$ cat src/rtl/yonga_can_depacketizer_if.sv
// Bundle of the depacketizer control, bus-bit and published-message signals.
// The master drives the sample stream; the slave (the parser) returns the message fields.
interface yonga_can_depacketizer_if;
  logic        i_depacketizer_en;
  logic        i_sample_pulse;
  logic        i_message_bit;
  logic        o_depacketizer_busy;
  logic        o_ack_slot;
  logic [10:0] o_depacketizer_message_sid;
  logic        o_depacketizer_message_ide;
  logic [17:0] o_depacketizer_message_eid;
  logic        o_depacketizer_message_rtr;
  logic [3:0]  o_depacketizer_message_dlc;
  logic [63:0] o_depacketizer_message_data;
  logic        o_depacketizer_valid;
  logic        o_depacketizer_err;
  logic [2:0]  o_depacketizer_err_code;

  modport master (
    output i_depacketizer_en, i_sample_pulse, i_message_bit,
    input  o_depacketizer_busy, o_ack_slot,
           o_depacketizer_message_sid, o_depacketizer_message_ide,
           o_depacketizer_message_eid, o_depacketizer_message_rtr,
           o_depacketizer_message_dlc, o_depacketizer_message_data,
           o_depacketizer_valid, o_depacketizer_err, o_depacketizer_err_code
  );

  modport slave (
    input  i_depacketizer_en, i_sample_pulse, i_message_bit,
    output o_depacketizer_busy, o_ack_slot,
           o_depacketizer_message_sid, o_depacketizer_message_ide,
           o_depacketizer_message_eid, o_depacketizer_message_rtr,
           o_depacketizer_message_dlc, o_depacketizer_message_data,
           o_depacketizer_valid, o_depacketizer_err, o_depacketizer_err_code
  );
endinterface

$ cat src/rtl/yonga_can_depacketizer.sv
// CAN 2.0A/B receive parser: destuffs sampled bus bits, parses fields, checks CRC-15 and form,
// requests the ACK slot and publishes good frames with a one-cycle valid pulse.
module yonga_can_depacketizer #(
  parameter int unsigned IDLE_BITS = 11,
  parameter int unsigned IFS_BITS  = 3
) (
  input  logic                     i_depacketizer_clk,
  input  logic                     i_depacketizer_rst,
  yonga_can_depacketizer_if.slave  bus
);

  localparam int unsigned MAX_BITS = (IDLE_BITS > IFS_BITS) ? IDLE_BITS : IFS_BITS;
  localparam int unsigned CW       = $clog2(MAX_BITS + 1);

  localparam logic [2:0] ERR_STUFF = 3'd1;
  localparam logic [2:0] ERR_FORM  = 3'd2;
  localparam logic [2:0] ERR_CRC   = 3'd3;

  typedef enum logic [3:0] {
    S_WAIT_IDLE, S_IDLE, S_ARB, S_EID, S_CTRL, S_DATA,
    S_CRC, S_CRC_DEL, S_ACK, S_ACK_DEL, S_EOF
  } state_t;

  function automatic logic [14:0] crc15_step(input logic [14:0] crc, input logic b);
    crc15_step = {crc[13:0], 1'b0} ^ ((b ^ crc[14]) ? 15'h4599 : 15'h0000);
  endfunction

  state_t        state_q, state_d;
  logic [CW-1:0] idle_cnt_q, idle_cnt_d;
  logic          need_ifs_q, need_ifs_d;
  logic [6:0]    bit_cnt_q, bit_cnt_d;
  logic [2:0]    run_q, run_d;
  logic          last_q, last_d;
  logic [14:0]   crc_q, crc_d;
  logic [14:0]   crc_rx_q, crc_rx_d;
  logic [3:0]    nbytes_q, nbytes_d;
  logic [10:0]   sid_s_q, sid_s_d;
  logic          ide_s_q, ide_s_d;
  logic [17:0]   eid_s_q, eid_s_d;
  logic          rtr_s_q, rtr_s_d;
  logic [3:0]    dlc_s_q, dlc_s_d;
  logic [63:0]   data_s_q, data_s_d;
  logic          busy_q, busy_d;
  logic          ack_q, ack_d;
  logic [10:0]   sid_q, sid_d;
  logic          ide_q, ide_d;
  logic [17:0]   eid_q, eid_d;
  logic          rtr_q, rtr_d;
  logic [3:0]    dlc_q, dlc_d;
  logic [63:0]   data_q, data_d;
  logic          valid_q, valid_d;
  logic          err_q, err_d;
  logic [2:0]    err_code_q, err_code_d;

  logic          smp;
  logic          in_bit;
  logic          destuff_region;
  logic          stuff_bit;
  logic          fail;
  logic [2:0]    fail_code;
  logic [CW-1:0] idle_last;
  logic [14:0]   crc_upd;
  logic [3:0]    dlc_new;
  logic [3:0]    nbytes_new;
  logic [5:0]    data_idx;

  always_comb begin
    state_d    = state_q;
    idle_cnt_d = idle_cnt_q;
    need_ifs_d = need_ifs_q;
    bit_cnt_d  = bit_cnt_q;
    run_d      = run_q;
    last_d     = last_q;
    crc_d      = crc_q;
    crc_rx_d   = crc_rx_q;
    nbytes_d   = nbytes_q;
    sid_s_d    = sid_s_q;
    ide_s_d    = ide_s_q;
    eid_s_d    = eid_s_q;
    rtr_s_d    = rtr_s_q;
    dlc_s_d    = dlc_s_q;
    data_s_d   = data_s_q;
    busy_d     = busy_q;
    ack_d      = ack_q;
    sid_d      = sid_q;
    ide_d      = ide_q;
    eid_d      = eid_q;
    rtr_d      = rtr_q;
    dlc_d      = dlc_q;
    data_d     = data_q;
    err_code_d = err_code_q;
    valid_d    = 1'b0;
    err_d      = 1'b0;
    fail       = 1'b0;
    fail_code  = '0;
    stuff_bit  = 1'b0;
    smp        = bus.i_depacketizer_en && bus.i_sample_pulse;
    in_bit     = bus.i_message_bit;
    idle_last  = need_ifs_q ? CW'(IFS_BITS - 1) : CW'(IDLE_BITS - 1);
    crc_upd    = crc15_step(crc_q, in_bit);
    dlc_new    = {dlc_s_q[2:0], in_bit};
    nbytes_new = rtr_s_q ? 4'd0 : ((dlc_new > 4'd8) ? 4'd8 : dlc_new);
    data_idx   = {bit_cnt_q[5:3], ~bit_cnt_q[2:0]};
    destuff_region = state_q inside {S_ARB, S_EID, S_CTRL, S_DATA, S_CRC};

    if (!bus.i_depacketizer_en) begin
      state_d    = S_WAIT_IDLE;
      idle_cnt_d = '0;
      need_ifs_d = 1'b0;
      busy_d     = 1'b0;
      ack_d      = 1'b0;
    end else if (smp) begin
      // A run of five ending on the last CRC bit still owes a stuff bit before the delimiter.
      if ((destuff_region || state_q == S_CRC_DEL) && run_q == 3'd5) begin
        stuff_bit = 1'b1;
        if (in_bit == last_q) begin
          fail      = 1'b1;
          fail_code = ERR_STUFF;
        end else begin
          last_d = in_bit;
          run_d  = 3'd1;
        end
      end else if (destuff_region) begin
        run_d  = (in_bit == last_q) ? run_q + 3'd1 : 3'd1;
        last_d = in_bit;
      end

      if (!stuff_bit) begin
        unique case (state_q)
          S_WAIT_IDLE: begin
            if (!in_bit) begin
              idle_cnt_d = '0;
            end else if (idle_cnt_q == idle_last) begin
              idle_cnt_d = '0;
              state_d    = S_IDLE;
            end else begin
              idle_cnt_d = idle_cnt_q + 1'b1;
            end
          end
          S_IDLE: begin
            if (!in_bit) begin
              state_d   = S_ARB;
              busy_d    = 1'b1;
              bit_cnt_d = '0;
              run_d     = 3'd1;
              last_d    = 1'b0;
              crc_d     = crc15_step(15'h0000, 1'b0);
              crc_rx_d  = '0;
              nbytes_d  = '0;
              sid_s_d   = '0;
              ide_s_d   = 1'b0;
              eid_s_d   = '0;
              rtr_s_d   = 1'b0;
              dlc_s_d   = '0;
              data_s_d  = '0;
            end
          end
          S_ARB: begin
            crc_d     = crc_upd;
            bit_cnt_d = bit_cnt_q + 7'd1;
            if (bit_cnt_q < 7'd11) sid_s_d = {sid_s_q[9:0], in_bit};
            if (bit_cnt_q == 7'd11) rtr_s_d = in_bit;
            if (bit_cnt_q == 7'd12) begin
              ide_s_d   = in_bit;
              bit_cnt_d = '0;
              state_d   = in_bit ? S_EID : S_CTRL;
            end
          end
          S_EID: begin
            crc_d     = crc_upd;
            bit_cnt_d = bit_cnt_q + 7'd1;
            if (bit_cnt_q < 7'd18) eid_s_d = {eid_s_q[16:0], in_bit};
            if (bit_cnt_q == 7'd18) rtr_s_d = in_bit;
            if (bit_cnt_q == 7'd19) begin
              bit_cnt_d = '0;
              state_d   = S_CTRL;
            end
          end
          S_CTRL: begin
            crc_d     = crc_upd;
            bit_cnt_d = bit_cnt_q + 7'd1;
            if (bit_cnt_q != 7'd0) dlc_s_d = dlc_new;
            if (bit_cnt_q == 7'd4) begin
              nbytes_d  = nbytes_new;
              bit_cnt_d = '0;
              state_d   = (nbytes_new == 4'd0) ? S_CRC : S_DATA;
            end
          end
          S_DATA: begin
            crc_d              = crc_upd;
            data_s_d[data_idx] = in_bit;
            bit_cnt_d          = bit_cnt_q + 7'd1;
            if ((bit_cnt_q + 7'd1) == {nbytes_q, 3'b000}) begin
              bit_cnt_d = '0;
              state_d   = S_CRC;
            end
          end
          S_CRC: begin
            crc_rx_d  = {crc_rx_q[13:0], in_bit};
            bit_cnt_d = bit_cnt_q + 7'd1;
            if (bit_cnt_q == 7'd14) begin
              bit_cnt_d = '0;
              state_d   = S_CRC_DEL;
            end
          end
          S_CRC_DEL: begin
            if (!in_bit) begin
              fail      = 1'b1;
              fail_code = ERR_FORM;
            end else if (crc_rx_q != crc_q) begin
              fail      = 1'b1;
              fail_code = ERR_CRC;
            end else begin
              state_d = S_ACK;
              ack_d   = 1'b1;
            end
          end
          S_ACK: begin
            state_d = S_ACK_DEL;
            ack_d   = 1'b0;
          end
          S_ACK_DEL: begin
            if (!in_bit) begin
              fail      = 1'b1;
              fail_code = ERR_FORM;
            end else begin
              state_d   = S_EOF;
              bit_cnt_d = '0;
            end
          end
          S_EOF: begin
            if (!in_bit) begin
              fail      = 1'b1;
              fail_code = ERR_FORM;
            end else if (bit_cnt_q == 7'd6) begin
              sid_d      = sid_s_q;
              ide_d      = ide_s_q;
              eid_d      = eid_s_q;
              rtr_d      = rtr_s_q;
              dlc_d      = dlc_s_q;
              data_d     = data_s_q;
              valid_d    = 1'b1;
              busy_d     = 1'b0;
              state_d    = S_WAIT_IDLE;
              need_ifs_d = 1'b1;
              idle_cnt_d = '0;
            end else begin
              bit_cnt_d = bit_cnt_q + 7'd1;
            end
          end
          default: state_d = S_WAIT_IDLE;
        endcase
      end

      if (fail) begin
        state_d    = S_WAIT_IDLE;
        need_ifs_d = 1'b0;
        idle_cnt_d = '0;
        busy_d     = 1'b0;
        ack_d      = 1'b0;
        err_d      = 1'b1;
        err_code_d = fail_code;
      end
    end
  end

  always_ff @(posedge i_depacketizer_clk) begin
    if (i_depacketizer_rst) begin
      state_q    <= S_WAIT_IDLE;
      idle_cnt_q <= '0;
      need_ifs_q <= 1'b0;
      bit_cnt_q  <= '0;
      run_q      <= '0;
      last_q     <= 1'b0;
      crc_q      <= '0;
      crc_rx_q   <= '0;
      nbytes_q   <= '0;
      sid_s_q    <= '0;
      ide_s_q    <= 1'b0;
      eid_s_q    <= '0;
      rtr_s_q    <= 1'b0;
      dlc_s_q    <= '0;
      data_s_q   <= '0;
      busy_q     <= 1'b0;
      ack_q      <= 1'b0;
      sid_q      <= '0;
      ide_q      <= 1'b0;
      eid_q      <= '0;
      rtr_q      <= 1'b0;
      dlc_q      <= '0;
      data_q     <= '0;
      valid_q    <= 1'b0;
      err_q      <= 1'b0;
      err_code_q <= '0;
    end else begin
      state_q    <= state_d;
      idle_cnt_q <= idle_cnt_d;
      need_ifs_q <= need_ifs_d;
      bit_cnt_q  <= bit_cnt_d;
      run_q      <= run_d;
      last_q     <= last_d;
      crc_q      <= crc_d;
      crc_rx_q   <= crc_rx_d;
      nbytes_q   <= nbytes_d;
      sid_s_q    <= sid_s_d;
      ide_s_q    <= ide_s_d;
      eid_s_q    <= eid_s_d;
      rtr_s_q    <= rtr_s_d;
      dlc_s_q    <= dlc_s_d;
      data_s_q   <= data_s_d;
      busy_q     <= busy_d;
      ack_q      <= ack_d;
      sid_q      <= sid_d;
      ide_q      <= ide_d;
      eid_q      <= eid_d;
      rtr_q      <= rtr_d;
      dlc_q      <= dlc_d;
      data_q     <= data_d;
      valid_q    <= valid_d;
      err_q      <= err_d;
      err_code_q <= err_code_d;
    end
  end

  assign bus.o_depacketizer_busy         = busy_q;
  assign bus.o_ack_slot                  = ack_q;
  assign bus.o_depacketizer_message_sid  = sid_q;
  assign bus.o_depacketizer_message_ide  = ide_q;
  assign bus.o_depacketizer_message_eid  = eid_q;
  assign bus.o_depacketizer_message_rtr  = rtr_q;
  assign bus.o_depacketizer_message_dlc  = dlc_q;
  assign bus.o_depacketizer_message_data = data_q;
  assign bus.o_depacketizer_valid        = valid_q;
  assign bus.o_depacketizer_err          = err_q;
  assign bus.o_depacketizer_err_code     = err_code_q;

endmodule

$ cat src/flat_wrapper.sv
// flat-port wrapper written by rule: the top's interface ports become plain ports
module yonga_can_depacketizer_flat 
#(
  parameter int unsigned IDLE_BITS = 11,
  parameter int unsigned IFS_BITS  = 3
)
  (i_depacketizer_clk, i_depacketizer_rst, bus_i_depacketizer_en, bus_i_sample_pulse, bus_i_message_bit, bus_o_depacketizer_busy, bus_o_ack_slot, bus_o_depacketizer_message_sid, bus_o_depacketizer_message_ide, bus_o_depacketizer_message_eid, bus_o_depacketizer_message_rtr, bus_o_depacketizer_message_dlc, bus_o_depacketizer_message_data, bus_o_depacketizer_valid, bus_o_depacketizer_err, bus_o_depacketizer_err_code);
  yonga_can_depacketizer_if bus_i ();
  input  logic i_depacketizer_clk;
  input  logic i_depacketizer_rst;
  input wire logic [$bits(bus_i.i_depacketizer_en)-1:0] bus_i_depacketizer_en;
  input wire logic [$bits(bus_i.i_sample_pulse)-1:0] bus_i_sample_pulse;
  input wire logic [$bits(bus_i.i_message_bit)-1:0] bus_i_message_bit;
  output wire logic [$bits(bus_i.o_depacketizer_busy)-1:0] bus_o_depacketizer_busy;
  output wire logic [$bits(bus_i.o_ack_slot)-1:0] bus_o_ack_slot;
  output wire logic [$bits(bus_i.o_depacketizer_message_sid)-1:0] bus_o_depacketizer_message_sid;
  output wire logic [$bits(bus_i.o_depacketizer_message_ide)-1:0] bus_o_depacketizer_message_ide;
  output wire logic [$bits(bus_i.o_depacketizer_message_eid)-1:0] bus_o_depacketizer_message_eid;
  output wire logic [$bits(bus_i.o_depacketizer_message_rtr)-1:0] bus_o_depacketizer_message_rtr;
  output wire logic [$bits(bus_i.o_depacketizer_message_dlc)-1:0] bus_o_depacketizer_message_dlc;
  output wire logic [$bits(bus_i.o_depacketizer_message_data)-1:0] bus_o_depacketizer_message_data;
  output wire logic [$bits(bus_i.o_depacketizer_valid)-1:0] bus_o_depacketizer_valid;
  output wire logic [$bits(bus_i.o_depacketizer_err)-1:0] bus_o_depacketizer_err;
  output wire logic [$bits(bus_i.o_depacketizer_err_code)-1:0] bus_o_depacketizer_err_code;
  assign bus_i.i_depacketizer_en = bus_i_depacketizer_en;
  assign bus_i.i_sample_pulse = bus_i_sample_pulse;
  assign bus_i.i_message_bit = bus_i_message_bit;
  assign bus_o_depacketizer_busy = bus_i.o_depacketizer_busy;
  assign bus_o_ack_slot = bus_i.o_ack_slot;
  assign bus_o_depacketizer_message_sid = bus_i.o_depacketizer_message_sid;
  assign bus_o_depacketizer_message_ide = bus_i.o_depacketizer_message_ide;
  assign bus_o_depacketizer_message_eid = bus_i.o_depacketizer_message_eid;
  assign bus_o_depacketizer_message_rtr = bus_i.o_depacketizer_message_rtr;
  assign bus_o_depacketizer_message_dlc = bus_i.o_depacketizer_message_dlc;
  assign bus_o_depacketizer_message_data = bus_i.o_depacketizer_message_data;
  assign bus_o_depacketizer_valid = bus_i.o_depacketizer_valid;
  assign bus_o_depacketizer_err = bus_i.o_depacketizer_err;
  assign bus_o_depacketizer_err_code = bus_i.o_depacketizer_err_code;
  yonga_can_depacketizer #(.IDLE_BITS(IDLE_BITS), .IFS_BITS(IFS_BITS)) u_core (.i_depacketizer_clk(i_depacketizer_clk), .i_depacketizer_rst(i_depacketizer_rst), .bus(bus_i));
endmodule
$ cat config.mk
export PLATFORM = sky130hd
export DESIGN_NAME = yonga_can_depacketizer_flat
export DESIGN_NICKNAME = d
export VERILOG_FILES = /design/src/rtl/yonga_can_depacketizer_if.sv /design/src/rtl/yonga_can_depacketizer.sv /design/src/flat_wrapper.sv
export SDC_FILE = /design/constraint.sdc
export NUM_CORES = 1
export LEC_CHECK = 0
export BUFFER_PORTS_ARGS = -buffer_cell sky130_fd_sc_hd__buf_2
export CORE_MARGIN = 2
export CORE_UTILIZATION = 55
export DETAILED_ROUTE_END_ITERATION = 10
export GPL_TIMING_DRIVEN = 0
export PLACE_DENSITY = 0.75
export RECOVER_POWER = 100
export SYNTH_ARGS = -nofsm -noshare
export SYNTH_HDL_FRONTEND = slang
export SYNTH_SLANG_ARGS = --single-unit
$ cat constraint.sdc
create_clock -name i_depacketizer_clk -period 3.9 [get_ports i_depacketizer_clk]
set_input_delay 1.17 -clock i_depacketizer_clk [delete_from_list [all_inputs] [get_ports i_depacketizer_clk]]
set_output_delay 1.17 -clock i_depacketizer_clk [all_outputs]
set_load 0.03 [all_outputs]
==> impl_metrics.ini, run 1 <==
[clock_tree]
hold_buffers = 0
htreeDepth = 1
cts.sink_count = 258
clk_pin_slew_worst_paths_ns = 0.06
tritoncts = done
cts_root_buffer = clkbuf_16
clock_latency_ns = 0.53
cts-resized-gates = 0
post_cts_buffers = 0
cts_buffer_depth = 3
numCtsBuffers = 26

[synth]
syn_inst = 1361
synth_mux_area_frac = 0.03643
synth-simple-area-share = 0.2360
synthTopCellsByCount = 261 x nand2_1, 258 x dfxtp_1, 195 x a21oi_1
synth_fa_ha_area_frac = 0.01135
synth_edf_count = 0
syn_area_per_cell_um2 = 8.100
synth.most_common_cell = nand2_1
yosys_warnings = 0
synth_seq_cells = 258
synthXorXnorAreaFrac = 0.02531
synth_compound_area_frac = 0.1752
synth_ff_type = dfxtp_1
ys_seq_area_frac = 0.4685
synth_area_leaders = dfxtp_1 47%, nand2_1 8.9%, a21oi_1 8.9%, nor2_1 5.2%, mux2i_1 3.5%
synth.top_cell.area_share = 0.4685
synthArstFlopShare = 0
synthDistinctLibCells = 77
syn-num-nets = 1376
synth_top_cell_by_area = dfxtp_1
synth_top_family_by_area = simple AND/OR/NAND/NOR gates
synth_area_um2 = 11020

[finish]
nFillCells = 1837
nNetsFinal = 1513
regArea_um2 = 5165
area_delta_synth_final_pct = 13.49
fin_util = 0.6387
multi_input_area_um2 = 5290
insertedDiodeCount = 0
drive_gt1_frac = 0.05599

[sta]
fmax_mhz = 284.9
skew_ns = 0.01348
final_hold_viol_count = 0
rsz0062_at_grt = no
tightest_slew_ns = 0.9154
fin_hold_ws_ns = 0.4476
setup_viol = 0
maxSlewHeadroom = 0.3833
slew_viol_final = 0
period_share = 0.9000
period_minus_slack_ns = 3.510
fin_setup_tns_ns = 0

[routing]
post_drt_wl_per_cell_um = 16.45
drt-vias-per-instance = 5.633
dr_wl_met2_mm = 13.72
wl_mm = 29.34
detail-route-antenna-nets = 0
met1_length_mm = 13.01
dr_wl_met3_mm = 1.744
vias = 10043
first_pass_iters = 5
first_iter_violations = 729
drc = 0
top_layer = met4

[setup_path]
rrSetupSlack_ns = 0.67
crit_type = primary input to flip-flop
reg2reg_from = u_core.state_q[2]
cp.required_ns = 4.35
cp-start-kind = primary input
cp.arrival_ns = 3.96
path_max_fanout = 10
r2r-end = u_core.data_s_q[33]
critPathCaptureType = flip-flop
reg2reg_depth = 10

[global_route]
grt_remaining_overflow = 0
antenna_found_initial = 0
track_usage = 0.2676
grt_pass1_wl_mm = 47.41
grt_start_max_net_pins = 14
grt_pass1_vias = 9399

[floorplanning]
start_util = 0.5628
core_area_um2 = 19590
placementRows = 51
dieWidth_um = 145.6
die_h_um = 145.6
ios = 111
dieArea_um2 = 21190

[power_and_ir_drop]
p_leak_nw = 4.106
vdd_drop_max_mv = 0.3324
total_power_w = 0.005144
power.density_nw_per_um2 = 411.2

[place]
gp_congestion = 0.9711
io_buffers = 109
hpwl_mm = 20.62

[hold_path]
whs_endpoint = u_core.bus.o_depacketizer_message_dlc[1]
hp-class = flip-flop to flip-flop
whs_path_depth = 2
min_from = u_core.bus.o_depacketizer_message_dlc[1]

[run_status]
status = finished, final reports clean

[run]
cap_violations = 0
[registers in the layout, summed over array words and instances (netlist names), 2 cells and up]
signal	count
u_core.bit_cnt_q	7
u_core.bus.o_depacketizer_err_code	2
u_core.bus.o_depacketizer_message_data	64
u_core.bus.o_depacketizer_message_dlc	4
u_core.bus.o_depacketizer_message_eid	18
u_core.bus.o_depacketizer_message_sid	11
u_core.crc_q	15
u_core.crc_rx_q	15
u_core.data_s_q	64
u_core.dlc_s_q	4
u_core.eid_s_q	18
u_core.idle_cnt_q	4
u_core.nbytes_q	4
u_core.run_q	3
u_core.sid_s_q	11
u_core.state_q	4
[cells by family (layout without fill, tap and decap cells)]
| logic type | Yosys count | after routing |
|---|---|---|
| and+or+nand+nor | 570 | 570 |
| AOI/OAI and AO/OA | 335 | 335 |
| DFF | 258 | 258 |
| muxes | 40 | 40 |
| other | 1 | 1 |
| adders and majority gates | 10 | 10 |
| xor gates and xnor gates | 31 | 31 |
| buffers and inverters | 116 | 273 |
[worst max-delay path, cell delays in order]
cell and delay, ns:
clkbuf_1 0.13, and2_1 0.14, clkbuf_1 0.27, o21ai_0 0.41
buf_4 0.32, nor4_1 0.26, clkbuf_1 0.54, clkbuf_1 0.41
nand2_1 0.14, a21oi_1 0.16
[layout make-up]
| cell class | count | share of cell area |
|---|---|---|
| multi-input cells | 987 | 0.4228 |
| flip-flops and latches | 258 | 0.4128 |
| clock buffers | 41 | 0.06300 |
| plain buffers | 102 | 0.03500 |
| repair buffers | 109 | 0.03290 |
| well taps | 265 | 0.02650 |
| inverters | 14 | 0.004200 |
| clock inverters | 7 | 0.002800 |
[metrics by stage]
stage,setup WS [ns],cells,area (um2)
global route,0.2474,1783,12510
global placement,0.1567,1735,11900
CTS,0.6739,1783,12720
floorplan,1.123,1361,11020
finish,0.3902,1783,12510
detailed placement,0.1354,1735,11900
[placed cells by master, fill, tap and decap left out, types with 4 or more instances in the layout]
master / count
dfxtp_1: 258
nand2_1: 261
a31oi_1: 7
buf_4: 4
nor3_1: 12
nand2b_1: 5
nor2_1: 155
clkbuf_16: 27
nor2b_1: 13
xor2_1: 5
xnor2_1: 25
a211oi_1: 5
a22oi_1: 31
ha_1: 10
clkinv_2: 7
and3_1: 13
clkbuf_8: 6
clkbuf_1: 192
o21ai_0: 61
nand4_1: 12
or3_1: 25
a21oi_1: 195
mux2i_1: 39
buf_1: 4
inv_1: 12
nand3_1: 39
buf_2: 16
nor4_1: 5
[power by group]
part           internal [W]  switching, W  leakage, nW  total (W)
sequential          0.00264   0.000000818         2.08    0.00264
clock               0.00138       0.00101        0.413    0.00239
combinational     0.0000207     0.0000936         1.62   0.000114
[worst max path at each step]
stage | from | endpoint | slack (ns)
detailed placement | bus_i_message_bit | u_core.bus.o_depacketizer_valid | 0.14
global route | bus_i_depacketizer_en | u_core.bus.o_depacketizer_message_data[8] | 0.25
CTS | bus_i_message_bit | u_core.bus.o_depacketizer_valid | 0.67
floorplan | bus_i_sample_pulse | u_core.eid_s_q[10] | 1.12
finish | bus_i_depacketizer_en | u_core.bus.o_depacketizer_message_data[8] | 0.39
global placement | bus_i_message_bit | u_core.bus.o_depacketizer_valid | 0.16
[metal layers]
| layer | up-vias | track usage |
|---|---|---|
| met1 | 4713 | 0.3588 |
| met4 | 0 | 0.09559 |
| met5 | - | 0 |
| met3 | 77 | 0.03354 |
| met2 | 319 | 0.4467 |
| li1 | 4934 | - |
No activity file was read; power rests on OpenSTA's default activity.
==> run 2, diff against run 1 <==
CORE_UTILIZATION = 53   (was 55)
PLACE_DENSITY = 0.76   (was 0.75)
clock period = 2.9 ns   (was 3.9 ns; I/O delays follow)
==> run 2 against run 1 <==
Register-to-register slack worse by 0.55 ns. Global-route usage down 0.59 points. Sequential cell count unchanged. Largest cell class unchanged.
==> impl_metrics.ini, run 2 (synthesis results as in run 1) <==
[sta]
setup_viol = 0
final_hold_viol_count = 0
rsz0062_at_grt = no
fmax_mhz = 359.6
slew_viol_final = 0
skew_ns = 0.01626
tightest_slew_ns = 0.8461
setup_slack_ns = 0.1190
maxSlewHeadroom = 0.4359
period_minus_slack_ns = 2.781
period_share = 0.9590

[power_and_ir_drop]
switching_share = 0.2123
switchingPower_w = 0.001480
p_leak_nw = 4.120
p_int_w = 0.005490
vdd_drop_max_mv = 0.5470
comb_power_share = 0.022
pwr-share-seq = 0.509
clkPwrFrac = 0.469
power.density_nw_per_um2 = 554.6

[floorplanning]
die_h_um = 148.2
dieArea_um2 = 21970
dieWidth_um = 148.2
start_util = 0.5431
ios = 111
core_area_um2 = 20300
placementRows = 52

[routing]
drt-vias-per-instance = 5.622
drc = 0
first_iter_violations = 774
detail-route-antenna-nets = 0
post_drt_wl_per_cell_um = 16.58
wl_mm = 29.53
vias = 10012
first_pass_iters = 5

[hold_path]
hp-class = flip-flop to flip-flop

[global_route]
grt_use_met1 = 0.3464
grt_remaining_overflow = 0
met3_usage = 0.04479
grt_pass1_wl_mm = 47.11
top_usage_layer = met2
grt_pass1_vias = 9369
antenna_found_initial = 1
met2_usage = 0.4426
track_usage = 0.2617
grt_start_max_net_pins = 14

[clock_tree]
hold_buffers = 0
clk_pin_slew_worst_paths_ns = 0.06
cts-resized-gates = 2
cts_root_buffer = clkbuf_16
numCtsBuffers = 26
tritoncts = done
cts_buffer_depth = 3
cts.sink_count = 258
post_cts_buffers = 0
htreeDepth = 1
clock_latency_ns = 0.53

[setup_path]
cp-start-kind = flip-flop
critPathTopFamily = compound AO/OA/AOI/OAI gates
crit_buf_inv = 1
cp.arrival_ns = 3.24
cp_cell_sequence = clkbuf_1 -> nand3_2 -> a211oi_1 -> o31ai_1 -> or4_1 -> a21oi_1
crit_type = flip-flop to flip-flop
cp.required_ns = 3.36
path_max_fanout = 10
slowest_stage = a211oi_1
cp_slowest_stage_delay_ns = 0.66
critPathCaptureType = flip-flop

[run]
cap_violations = 0

[finish]
fin_util = 0.6191
area_delta_synth_final_pct = 13.99
most-common-layout-cells = 261 x nand2_1, 258 x dfxtp_1, 196 x a21oi_1
nNetsFinal = 1513
insertedDiodeCount = 0
drive_gt1_frac = 0.06221
layout_commonest_cell = nand2_1

[place]
place_ws_ns = -0.5740
hpwl_mm = 20.58
gp_congestion = 0.9682
io_buffers = 109

[run_status]
status = finished, final reports clean
run 2: cell count changes in the layout (fill, tap and decap cells not counted), sizes merged:
cell    before  now
buf         27   30
bufinv       0    2
clkbuf     225  218
clkinv       7    2
run 2: area by class of cell:
cell class	count	area (um2)
inverters	14	52.55
clock buffers	37	733.2
plain buffers	102	454.2
repair buffers	109	414.1
clock inverters	4	73.82
flip-flops and latches	258	5165
well taps	270	337.8
fillers	1904	7732
multi-input cells	987	5336
run 2: path summary, 6_finish.rpt:
| kind | startpoint | endpoint | slack, ns | cells past startpoint |
|---|---|---|---|---|
| max | u_core.state_q[0] | u_core.idle_cnt_q[1] | 0.12 | 6 |
| min | u_core.bus.o_depacketizer_message_data[37] | u_core.bus.o_depacketizer_message_data[37] | 0.45 | 2 |
| max reg2reg | u_core.state_q[0] | u_core.idle_cnt_q[1] | 0.12 | 6 |
| min reg2reg | u_core.bus.o_depacketizer_message_data[37] | u_core.bus.o_depacketizer_message_data[37] | 0.45 | 2 |
run 2: tightest hold or removal path, cell delays in order (launching register included):
cell and delay (ns):
dfxtp_1 0.31, nand2_1 0.05, a21oi_1 0.05
run 2: per-layer routing:
metal,share of wire,wire length (um),up-vias
li1,-,-,4939
met1,0.44,12940,4637
met2,0.46,13650,370
met3,0.072,2134,64
met4,0.027,785,2
met5,0.00041,12,-
run 2: power groups by stage:
stage | combinational [W] | clock, W | sequential, W
after floorplan | 0.0000977 | 0 | 0.00362
after global placement | 0.000153 | 0 | 0.00362
after detailed placement | 0.000154 | 0 | 0.00362
after CTS | 0.000155 | 0.00330 | 0.00355
after global routing | 0.000168 | 0.00343 | 0.00354
final | 0.000156 | 0.00327 | 0.00355
run 2: stage by stage:
| step | hold WS (ns) | total power (W) | std cells | area, um2 | setup TNS (ns) |
|---|---|---|---|---|---|
| 6_report | 0.4473 | 0.006970 | 1781 | 12570 | 0 |
| 5_1_grt | 0.4649 | 0.007145 | 1781 | 12570 | 0 |
| 4_1_cts | 0.4480 | 0.006997 | 1781 | 12720 | 0 |
| 3_5_place_dp | 0.4405 | 0.003779 | 1740 | 11910 | -25.59 |
| 3_3_place_gp | 0.4361 | 0.003777 | 1740 | 11910 | -19.47 |
| 2_1_floorplan | 0.4322 | 0.003722 | 1361 | 11020 | 0 |
==> run 3, diff against run 2 <==
CORE_ASPECT_RATIO = 0.9   (was unset)
==> run 3 against run 2 <==
Core utilization down 0.72 points. Clock power up 2%. Critical path type is now primary input to flip-flop. Die area about the same. Global-route usage up 0.98 points. Hold slack better by 0.0024 ns. Cell count down 0.22%. Count of clock-buffer cells in the layout up 1. Largest power group unchanged. Power up 0.87%. Register-to-register slack better by 0.03 ns. Design area up 0.21%. Sequential share of layout area down 0.086 points. Via count up 1.6%.
==> impl_metrics.ini, run 3 (synthesis results as in run 1) <==
[setup_path]
slowest_stage = buf_1
cp.required_ns = 3.36
cp_cell_sequence = buf_2 -> buf_1 -> clkbuf_2 -> clkbuf_1 -> clkbuf_1 -> mux2i_1 -> nor2_1
crit_type = primary input to flip-flop
path_common_cell = clkbuf_1
critPathCaptureType = flip-flop
reg2reg_depth = 7
critPathTopFamily = buffers and inverters
cp_num_cells = 7
cp-start-kind = primary input
cp_slowest_stage_delay_ns = 0.54
crit_buf_inv = 5
cp.arrival_ns = 3.24
path_max_fanout = 10

[clock_tree]
tritoncts = done
cts_buffer_depth = 3
numCtsBuffers = 26
htreeDepth = 1
cts_root_buffer = clkbuf_16
clk_pin_slew_worst_paths_ns = 0.06
cts-resized-gates = 1
post_cts_buffers = 0
hold_buffers = 0
cts.sink_count = 258
clock_latency_ns = 0.53

[sta]
tightest_slew_ns = 0.8733
period_minus_slack_ns = 2.777
fin_setup_tns_ns = 0
rsz0062_at_grt = yes
final_hold_viol_count = 0
maxSlewHeadroom = 0.4130
slew_viol_final = 0
skew_ns = 0.01032
period_share = 0.9575
fmax_mhz = 360.1
setup_viol = 0
setup_slack_ns = 0.1233

[routing]
detail-route-antenna-nets = 0
met1_length_mm = 13.97
drt-vias-per-instance = 5.726
first_iter_violations = 841
dr_wl_met2_mm = 13.14
first_pass_iters = 5
drc = 0
wl_mm = 30.16
post_drt_wl_per_cell_um = 16.97
top_layer = met4
vias = 10175
dr_wl_met3_mm = 2.358

[finish]
nFillCells = 1888
multi_input_area_um2 = 5334
stdcell_area_um2 = 12590
fin_util = 0.6119
area_delta_synth_final_pct = 14.23
layout_commonest_cell = nand2_1
nNetsFinal = 1513
final_cells = 1777
most-common-layout-cells = 261 x nand2_1, 258 x dfxtp_1, 196 x a21oi_1
insertedDiodeCount = 0
drive_gt1_frac = 0.06790
regArea_um2 = 5165

[global_route]
antenna_found_initial = 0
grt_pass1_wl_mm = 48.56
track_usage = 0.2715
grt_pass1_vias = 9414
grt_remaining_overflow = 0
grt_start_max_net_pins = 15

[run]
cap_violations = 0

[hold_path]
hp-class = flip-flop to flip-flop
whs_path_depth = 2

[floorplanning]
ios = 111
dieArea_um2 = 21970
start_util = 0.5356
core_area_um2 = 20580
dieWidth_um = 156.0
die_h_um = 140.8
placementRows = 50

[place]
io_buffers = 109
place_area_um2 = 11900
place_ws_ns = -0.5165
gp_congestion = 0.9527
dp_cells = 1730
hpwl_mm = 21.30

[power_and_ir_drop]
p_leak_nw = 4.143
power.density_nw_per_um2 = 558.3
vdd_drop_max_mv = 0.4358

[run_status]
status = finished, final reports clean
run 3: changes by cell type in the layout (fill, tap and decap cells not counted), sizes merged:
cell / delta
clkinvlp: +1
clkbuf: -2
clkinv: +4
inv: +1
bufinv: -1
buf: +3
run 3: cell type report:
cell class | count | area share
multi-input cells | 987 | 0.4235
flip-flops and latches | 258 | 0.4101
clock buffers | 38 | 0.06090
plain buffers | 102 | 0.03617
repair buffers | 109 | 0.03289
well taps | 260 | 0.02583
clock inverters | 9 | 0.006359
inverters | 14 | 0.004173
run 3: stage by stage:
step | power, W | hold slack [ns]
final | 0.007030 | 0.4497
after detailed placement | 0.003781 | 0.4396
after global routing | 0.007237 | 0.4675
after global placement | 0.003779 | 0.4364
after floorplan | 0.003722 | 0.4322
after CTS | 0.007080 | 0.4479
run 3: worst paths after layout:
check / start / endpoint / slack, ns
min: u_core.bus.o_depacketizer_message_ide / u_core.bus.o_depacketizer_message_ide / 0.45
max reg2reg: u_core.state_q[2] / u_core.data_s_q[51] / 0.15
max: bus_i_message_bit / u_core.data_s_q[9] / 0.12
min reg2reg: u_core.bus.o_depacketizer_message_ide / u_core.bus.o_depacketizer_message_ide / 0.45
run 3: layer usage:
metal  vias to the layer above  global-route usage
met3                        57             0.05626
met1                      4814              0.3883
met2                       372              0.4169
met5                         -                   0
li1                       4932                   -
met4                         0             0.07629
run 3: power breakdown:
group	internal, W	switching [W]	leakage, nW	total [W]
sequential	0.00354	0.00000120	2.08	0.00355
combinational	0.0000301	0.000130	1.65	0.000160
clock	0.00193	0.00140	0.418	0.00332
run 3: tightest hold or removal path, delay by kind of cell, from the launching register on:
kind / cells / cell delay, ns
DFF: 1 / 0.31
AOI/OAI and AO/OA: 1 / 0.05
and+or+nand+nor: 1 / 0.05
